--- src/rtl/bch_pkg.sv ---
// rtl/bch_pkg.sv - shared constants, GF(2^4) helper and FSM state type for the BCH syndrome block
package bch_pkg;

  localparam int GF_W = 4;
  localparam int CW_N = 15;

  // x^4 + x + 1, bit 0 is the alpha^0 coefficient
  localparam logic [GF_W:0] PRIM_POLY = 5'b10011;

  // Exponents of alpha used by the three syndrome accumulators
  localparam int ALPHA_EXP1 = 1;
  localparam int ALPHA_EXP2 = 2;
  localparam int ALPHA_EXP3 = 3;

  typedef enum logic [1:0] {
    ST_IDLE  = 2'd0,
    ST_ACCUM = 2'd1,
    ST_DONE  = 2'd2
  } bch_state_e;

  // Multiply a field element by alpha: shift, then reduce by the primitive polynomial
  function automatic logic [GF_W-1:0] gf_xtime(input logic [GF_W-1:0] a);
    logic [GF_W-1:0] v;
    v = {a[GF_W-2:0], 1'b0};
    if (a[GF_W-1]) v = v ^ PRIM_POLY[GF_W-1:0];
    return v;
  endfunction

endpackage

--- src/rtl/gf_mul_const.sv ---
// rtl/gf_mul_const.sv - combinational GF(2^4) multiply by a fixed power of alpha
// Ports:
//   i_a : field element in
//   o_p : i_a * alpha^POW
module gf_mul_const
  import bch_pkg::*;
#(
  parameter int POW = 1
) (
  input  logic [GF_W-1:0] i_a,
  output logic [GF_W-1:0] o_p
);

  // POW is a constant, so the loop unrolls into a fixed XOR network
  always_comb begin
    o_p = i_a;
    for (int k = 0; k < POW; k++) begin
      o_p = gf_xtime(o_p);
    end
  end

endmodule

--- src/rtl/bch_syndrome_calc.sv ---
// rtl/bch_syndrome_calc.sv - serial BCH(15) syndrome calculator, S1..S3 by Horner accumulation
// Ports:
//   clk, rst           : clock, synchronous active-low reset
//   in_valid/in_sof    : beat qualifier and first-bit (r14) marker
//   in_bit / in_ready  : received bit MSB first, accept handshake
//   S1, S2, S3         : r(alpha), r(alpha^2), r(alpha^3), held until next synd_valid
//   synd_valid         : one-cycle pulse when S1..S3 were loaded
//   sof_err            : one-cycle pulse when a partial codeword was aborted by in_sof
//   synd_zero          : only with BCH_SYND_ZERO_FLAG_EN, high when S1=S2=S3=0
module bch_syndrome_calc
  import bch_pkg::*;
#(
  parameter int N = 15,
  parameter int M = 4
) (
  input  logic         clk,
  input  logic         rst,
  input  logic         in_valid,
  input  logic         in_sof,
  input  logic         in_bit,
  output logic         in_ready,
  output logic [M-1:0] S1,
  output logic [M-1:0] S2,
  output logic [M-1:0] S3,
  output logic         synd_valid,
  output logic         sof_err
`ifdef BCH_SYND_ZERO_FLAG_EN
  ,
  output logic         synd_zero
`endif
);

  bch_state_e r_state;
  logic [3:0]   r_count;
  logic [M-1:0] r_acc1, r_acc2, r_acc3;

  logic [M-1:0] w_mul1, w_mul2, w_mul3;
  logic [M-1:0] w_nxt1, w_nxt2, w_nxt3;
  logic [M-1:0] w_bit_ext;
  logic         w_accept;
  logic         w_last;

  gf_mul_const #(.POW(ALPHA_EXP1)) u_mul1 (.i_a(r_acc1), .o_p(w_mul1));
  gf_mul_const #(.POW(ALPHA_EXP2)) u_mul2 (.i_a(r_acc2), .o_p(w_mul2));
  gf_mul_const #(.POW(ALPHA_EXP3)) u_mul3 (.i_a(r_acc3), .o_p(w_mul3));

  assign in_ready  = (r_state != ST_DONE);
  assign w_accept  = in_valid & in_ready;
  assign w_bit_ext = {{(M-1){1'b0}}, in_bit};

  // Horner step: acc_j * alpha^j + r_i
  assign w_nxt1 = w_mul1 ^ w_bit_ext;
  assign w_nxt2 = w_mul2 ^ w_bit_ext;
  assign w_nxt3 = w_mul3 ^ w_bit_ext;

  // Current beat is the N-th bit of the codeword
  assign w_last = (r_count == 4'(N - 1));

  always_ff @(posedge clk) begin
    if (!rst) begin
      r_state    <= ST_IDLE;
      r_count    <= '0;
      r_acc1     <= '0;
      r_acc2     <= '0;
      r_acc3     <= '0;
      S1         <= '0;
      S2         <= '0;
      S3         <= '0;
      synd_valid <= 1'b0;
      sof_err    <= 1'b0;
`ifdef BCH_SYND_ZERO_FLAG_EN
      synd_zero  <= 1'b0;
`endif
    end else begin
      synd_valid <= 1'b0;
      sof_err    <= 1'b0;
      case (r_state)
        ST_IDLE: begin
          // Beats without in_sof are dropped here
          if (w_accept && in_sof) begin
            r_acc1  <= w_bit_ext;
            r_acc2  <= w_bit_ext;
            r_acc3  <= w_bit_ext;
            r_count <= 4'd1;
            r_state <= ST_ACCUM;
          end
        end
        ST_ACCUM: begin
          if (w_accept) begin
            if (in_sof) begin
              // Restart wins even over the N-th bit; partial word never reaches S1..S3
              r_acc1  <= w_bit_ext;
              r_acc2  <= w_bit_ext;
              r_acc3  <= w_bit_ext;
              r_count <= 4'd1;
              sof_err <= 1'b1;
            end else begin
              r_acc1 <= w_nxt1;
              r_acc2 <= w_nxt2;
              r_acc3 <= w_nxt3;
              if (w_last) begin
                r_count    <= 4'(N);
                S1         <= w_nxt1;
                S2         <= w_nxt2;
                S3         <= w_nxt3;
                synd_valid <= 1'b1;
`ifdef BCH_SYND_ZERO_FLAG_EN
                synd_zero  <= ((w_nxt1 | w_nxt2 | w_nxt3) == '0);
`endif
                r_state    <= ST_DONE;
              end else begin
                r_count <= r_count + 4'd1;
              end
            end
          end
        end
        ST_DONE: begin
          r_count <= '0;
          r_state <= ST_IDLE;
        end
        default: r_state <= ST_IDLE;
      endcase
    end
  end

endmodule

--- config.mk ---
export PLATFORM = sky130hd
export DESIGN_NAME = bch_syndrome_calc
export DESIGN_NICKNAME = d
export VERILOG_FILES = /design/src/rtl/bch_pkg.sv /design/src/rtl/gf_mul_const.sv /design/src/rtl/bch_syndrome_calc.sv
export SDC_FILE = /design/constraint.sdc
export NUM_CORES = 1
export LEC_CHECK = 0
export CAP_MARGIN = 20
export CORE_ASPECT_RATIO = 0.9
export CORE_MARGIN = 3
export CORE_UTILIZATION = 54
export DETAILED_ROUTE_END_ITERATION = 8
export PLACE_DENSITY = 0.78
export SLEW_MARGIN = 20
export SYNTH_ARGS = -nofsm -noshare
export SYNTH_HDL_FRONTEND = slang
export SYNTH_HIERARCHICAL = 1
export SYNTH_SLANG_ARGS = --single-unit
--- constraint.sdc ---
create_clock -name clk -period 2.2 [get_ports clk]
set_clock_uncertainty 0.1 [all_clocks]
set_input_delay 0.44 -clock clk [delete_from_list [all_inputs] [get_ports clk]]
set_output_delay 0.44 -clock clk [all_outputs]
set_load 0.005 [all_outputs]
Word level (Yosys, flattened, before mapping)
Cells that the tools add are included.
- register bits after elaboration: 32
- input bits: 5
- output and inout port bits: 15
- word-level logic and storage cells: 71
- add/subtract/negate cells: 1
- equal/unequal tests: 8
- muxes and demuxes: 28
- bitwise logic cells: 14
- reduce and logical (&&, ||, !) cells: 10
- operators with widths (operator ; number):
    $mux 4 ; 11
    $pmux 4 s2 ; 3
    $mux 2 ; 10
    $not 2->2 ; 6
    $pmux 4 s3 ; 1
    $xor 4x1->4 ; 3
    $ne 2x2->1 const B ; 5
    $reduce_and 3->1 ; 3
    $reduce_and 4->1 ; 2
    $add 4x1->4 const B ; 1
    $eq 4x4->1 const B ; 1
    $not 1->1 ; 4
    $pmux 2 s2 ; 1
    $reduce_or 4->1 ; 1
    $reduce_bool 3->1 ; 1
    $eq 2x1->1 const B ; 1
    $eq 2x2->1 const B ; 1
    $logic_not 2->1 ; 1
    $mux 1 ; 2
    $reduce_bool 2->1 ; 1
    $and 1x1->1 ; 1
    $logic_and 1x1->1 ; 1

Longest topological paths before layout
Gate-level depths: netlist of run 1.
- depth after elaboration: 10
- gate-level depth with buffers: 9

Hierarchy
The synthesis of run 1 kept the hierarchy.
- modules (own cells, without submodules) (module ; times used ; cells each ; area each (µm²) ; sequential area each (µm²)):
    bch_syndrome_calc ; 1 ; 172 ; 1450.1 ; 640.6
    gf_mul_const at u_mul3 ; 1 ; 4 ; 33.8 ; 0.0
    gf_mul_const at u_mul2 ; 1 ; 4 ; 32.5 ; 0.0
    gf_mul_const at u_mul1 ; 1 ; 4 ; 31.3 ; 0.0

Worst setup path before layout of run 1
Ideal clock, no wire load.
- path type: register -> register
- start: register r_state[0]
- end: register r_acc1[3]
- arrival: 1.503 ns
- required time: 1.968 ns
- slack: 0.465 ns
- stages on the path, launching flop included: 9
- path through: dfxtp_1 -> inv_1 -> ha_1 -> mux2_2 -> and2_1 -> buf_4 -> buf_6 -> nand3_1 -> a21oi_1
- longest elaborated chain between the ends: 5
- elaborated cells between the ends (all ways): 10
- classes of those cells: 4 x eq/ne; 1 x mux; 1 x bitwise; 4 x reduce/logical
- RTL lines (item ; line ; source):
    from (decl) ; bch_syndrome_calc.sv:33 ; bch_state_e r_state;
    from (signal assigned) ; bch_syndrome_calc.sv:61 ; r_state <= ST_IDLE;
    from (signal assigned) ; bch_syndrome_calc.sv:85 ; r_state <= ST_ACCUM;
    from (signal assigned) ; bch_syndrome_calc.sv:110 ; r_state <= ST_DONE;
    $ne 2x2->1 ; bch_syndrome_calc.sv:47 ; assign in_ready = (r_state != ST_DONE);
    $and 1x1->1 ; bch_syndrome_calc.sv:48 ; assign w_accept = in_valid & in_ready;
    $logic_and 1x1->1 ; bch_syndrome_calc.sv:80 ; if (w_accept && in_sof) begin
    $ne 2x2->1 (no source line) ; - ;
    $reduce_and 3->1 (no source line) ; - ;
    to (signal assigned) ; bch_syndrome_calc.sv:81 ; r_acc1 <= w_bit_ext;
    to (signal assigned) ; bch_syndrome_calc.sv:92 ; r_acc1 <= w_bit_ext;
    to (signal assigned) ; bch_syndrome_calc.sv:98 ; r_acc1 <= w_nxt1;
    to (decl) ; bch_syndrome_calc.sv:35 ; logic [M-1:0] r_acc1, r_acc2, r_acc3;
Parallel ways exist; a longest one is shown, timed or not.
A chain may end at the register's enable or synchronous reset.

Final worst setup path of run 1
- start: register r_state[0]
- end: output in_ready
- longest elaborated chain between the ends: 1
- RTL lines (item ; line ; source):
    $ne 2x2->1 ; bch_syndrome_calc.sv:47 ;
    to (decl) ; bch_syndrome_calc.sv:21 ; output logic in_ready,
Every way passes these cells.

==> flow_summary.json, run 1 <==
{
  "combPwrFrac": 0.247,
  "swShare": 0.3189,
  "drc": 0,
  "clkSinkCount": 32,
  "synth_cell_types": 33,
  "synth_top_area_cell": "dfxtp_1",
  "outcome": "finished, final reports clean",
  "worstPathMaxFanout": 3,
  "finalCriticalPeriod_ns": 2.114,
  "detail-route-antenna-nets": 0,
  "wl_mm": 3.032,
  "vias_per_cell": 5.269,
  "yosys_warnings": 6,
  "final-setup-viol-count": 0,
  "clock-root-buffer": "clkbuf_4",
  "total_leakage_power_nw": 0.6976,
  "synth-edff-count": 0,
  "synthCells": 184,
  "grt_start_max_net_pins": 16,
  "antenna_cells": 0,
  "maxSlewViolCount": 0,
  "h-tree-depth": 2,
  "post_drt_wl_per_cell_um": 12.74,
  "multiInputGateArea_um2": 773.2,
  "drtPass1Iterations": 4,
  "hold_violations": 0,
  "drive_gt1_frac": 0.1000,
  "vdd_ir_drop_max_uv": 524.7,
  "worst_slew_pin_slew_ns": 0.4735,
  "async_flop_share": 0,
  "avgSynthCellArea_um2": 8.412,
  "p_clk_frac": 0.266,
  "ys_top_cells_by_area": "dfxtp_1, nand2_1, a21oi_1, xor2_1, ha_1",
  "cp-end-kind": "primary output",
  "synth_nets": 195,
  "seqPwrFrac": 0.487,
  "design_area_um2": 1790,
  "start_util": 0.5964,
  "first_iter_violations": 66,
  "routabilityCongestion": 0.8925,
  "cts_made_buffers": 5,
  "place_ws_ns": 0.02673,
  "clock_latency_ns": 0.33,
  "grtUsageTotal": 0.1856,
  "fp-row-count": 17,
  "fp.dieW_um": 62.43,
  "p_int_mw": 0.8804,
  "p_per_area_nw_per_um2": 721.9,
  "fillerInstances": 210,
  "power_switching_mw": 0.4121,
  "regArea_um2": 641.9,
  "ys_top_cells_by_count": "nand2_1, dfxtp_1, a21oi_1",
  "cts_tree": "yes",
  "crit_arrival_ns": 1.57,
  "holdWs_ns": 0.3620,
  "fin_ws_ns": 0.08596,
  "relSlewSlack": 0.6843,
  "cp-start-kind": "flop",
  "final_nets": 210,
  "synth_most_common_cell": "nand2_1",
  "dp_hpwl_mm": 2.296,
  "area_delta_synth_final_pct": 15.68,
  "first_global_vias": 1169,
  "cts_max_path_buffers": 2,
  "rsz0062_at_grt": "no",
  "syn_area_um2": 1548,
  "gr-total-overflow": 0,
  "yosys_most_used_dff": "dfxtp_1",
  "grt_pass1_wl_mm": 5.188,
  "die-area_um2": 3545,
  "power.total_mw": 1.293,
  "cp.required_ns": 1.66,
  "ys_seq_area_frac": 0.4139,
  "numPortBuffers": 19,
  "coreArea_um2": 2595,
  "antenna_found_initial": 0,
  "max_cap_viol_count": 0,
  "fin_tns_setup_ns": 0,
  "hold_class": "flop to flop",
  "ys_ff_latch": 32,
  "dpl_cell_area_um2": 1728,
  "clk_pin_slew_worst_paths_ns": 0.10,
  "synth_top_area_frac": 0.4139,
  "num_vias": 1254,
  "worstSetupPathType": "flop to primary output",
  "max_freq_ghz": 0.4730,
  "ios": 20,
  "die_height_um": 56.79,
  "fin_crit_sh": 0.9609
}
cells in the final DEF, fill, tap and decap left out, drive strengths merged, types with 2 or more instances in the layout:
| cell type | Yosys | routed |
|---|---|---|
| nand2 | 36 | 36 |
| dfxtp | 32 | 32 |
| a21oi | 24 | 24 |
| clkdlybuf4s50 | 0 | 19 |
| nand3 | 14 | 14 |
| xor2 | 9 | 9 |
| nor2 | 9 | 9 |
| inv | 7 | 7 |
| ha | 6 | 6 |
| clkbuf | 3 | 6 |
| a211oi | 5 | 5 |
| o21ai | 5 | 5 |
| buf | 13 | 5 |
| nand2b | 3 | 3 |
| xnor2 | 3 | 3 |
| mux2i | 2 | 2 |
| clkinv | 0 | 2 |
logic make-up after synthesis:
group                    synth area share
multiplexers                      0.02021
adder cells (fa/ha/maj)           0.04850
AO/OA/AOI/OAI                      0.1415
AND/OR/NAND/NOR                    0.2215
XOR/XNOR                          0.06791
buffers and inverters             0.08649
flip-flops                         0.4139
worst max-delay path, cell delays in order (launching register included):
cell	delay, ns
dfxtp_2	0.35
inv_1	0.07
ha_1	0.23
inv_1	0.08
clkdlybuf4s50_1	0.51
power by group through the flow:
| stage | clock (mW) | combinational [mW] | sequential (mW) |
|---|---|---|---|
| final | 0.343 | 0.319 | 0.630 |
| after global routing | 0.390 | 0.360 | 0.634 |
| after detailed placement | 0 | 0.315 | 0.642 |
| after floorplan | 0 | 0.267 | 0.636 |
| after CTS | 0.353 | 0.317 | 0.628 |
| after global placement | 0 | 0.307 | 0.640 |
final timing paths:
check	startpoint	end	slack, ns	depth (start not counted)
worst max-delay path	r_state[0]$_SDFFE_PN0P_	in_ready	0.09	4
worst min-delay path	S1[3]$_SDFFE_PN0P_	S1[3]$_SDFFE_PN0P_	0.36	2
worst max register to register	r_state[1]$_SDFFE_PN0P_	r_acc1[0]$_SDFFE_PN0P_	0.29	6
worst min register to register	S1[3]$_SDFFE_PN0P_	S1[3]$_SDFFE_PN0P_	0.36	2
state kept, by name, indices dropped and copies added (netlist names), 2 cells and up:
name	cells
S1	4
S2	4
S3	4
r_acc1	4
r_acc2	4
r_acc3	4
r_count	4
r_state	2
metal layers:
| layer | wire length, um | track usage |
|---|---|---|
| met3 | 187 | 0.06200 |
| met4 | 25 | 0.08805 |
| met2 | 1326 | 0.2660 |
| met5 | 0 | 0 |
| met1 | 1492 | 0.2494 |
area by class of cell:
type | instances | share of cell area
clock buffer | 6 | 0.02865
tap | 38 | 0.02655
timing repair buffer | 24 | 0.1342
inverter | 7 | 0.01468
sequential | 32 | 0.3585
clock inverter | 2 | 0.005590
multi-input combinational | 129 | 0.4319
stage by stage:
| stage | instances | utilization |
|---|---|---|
| 2_1_floorplan | 184 | - |
| 3_3_place_gp | 230 | 0.6659 |
| 3_5_place_dp | 230 | 0.6659 |
| 4_1_cts | 238 | 0.6895 |
| 5_1_grt | 238 | 0.6900 |
| 6_report | 238 | 0.6900 |
what timing repair did:
item | in CTS | in global routing
hold buffers | 0 | 0
setup buffers | 0 | 0
endpoints found under the setup margin | 0 | 1
gates resized for setup | 0 | 1
Note: power is estimated with default switching activity, not from simulation.
==> inputs of run 2 (changes only) <==
- GPL_ROUTABILITY_DRIVEN: unset -> 0
==> results of run 2 <==
Same layout as run 1: the final DEF is identical, and so are final timing and power.
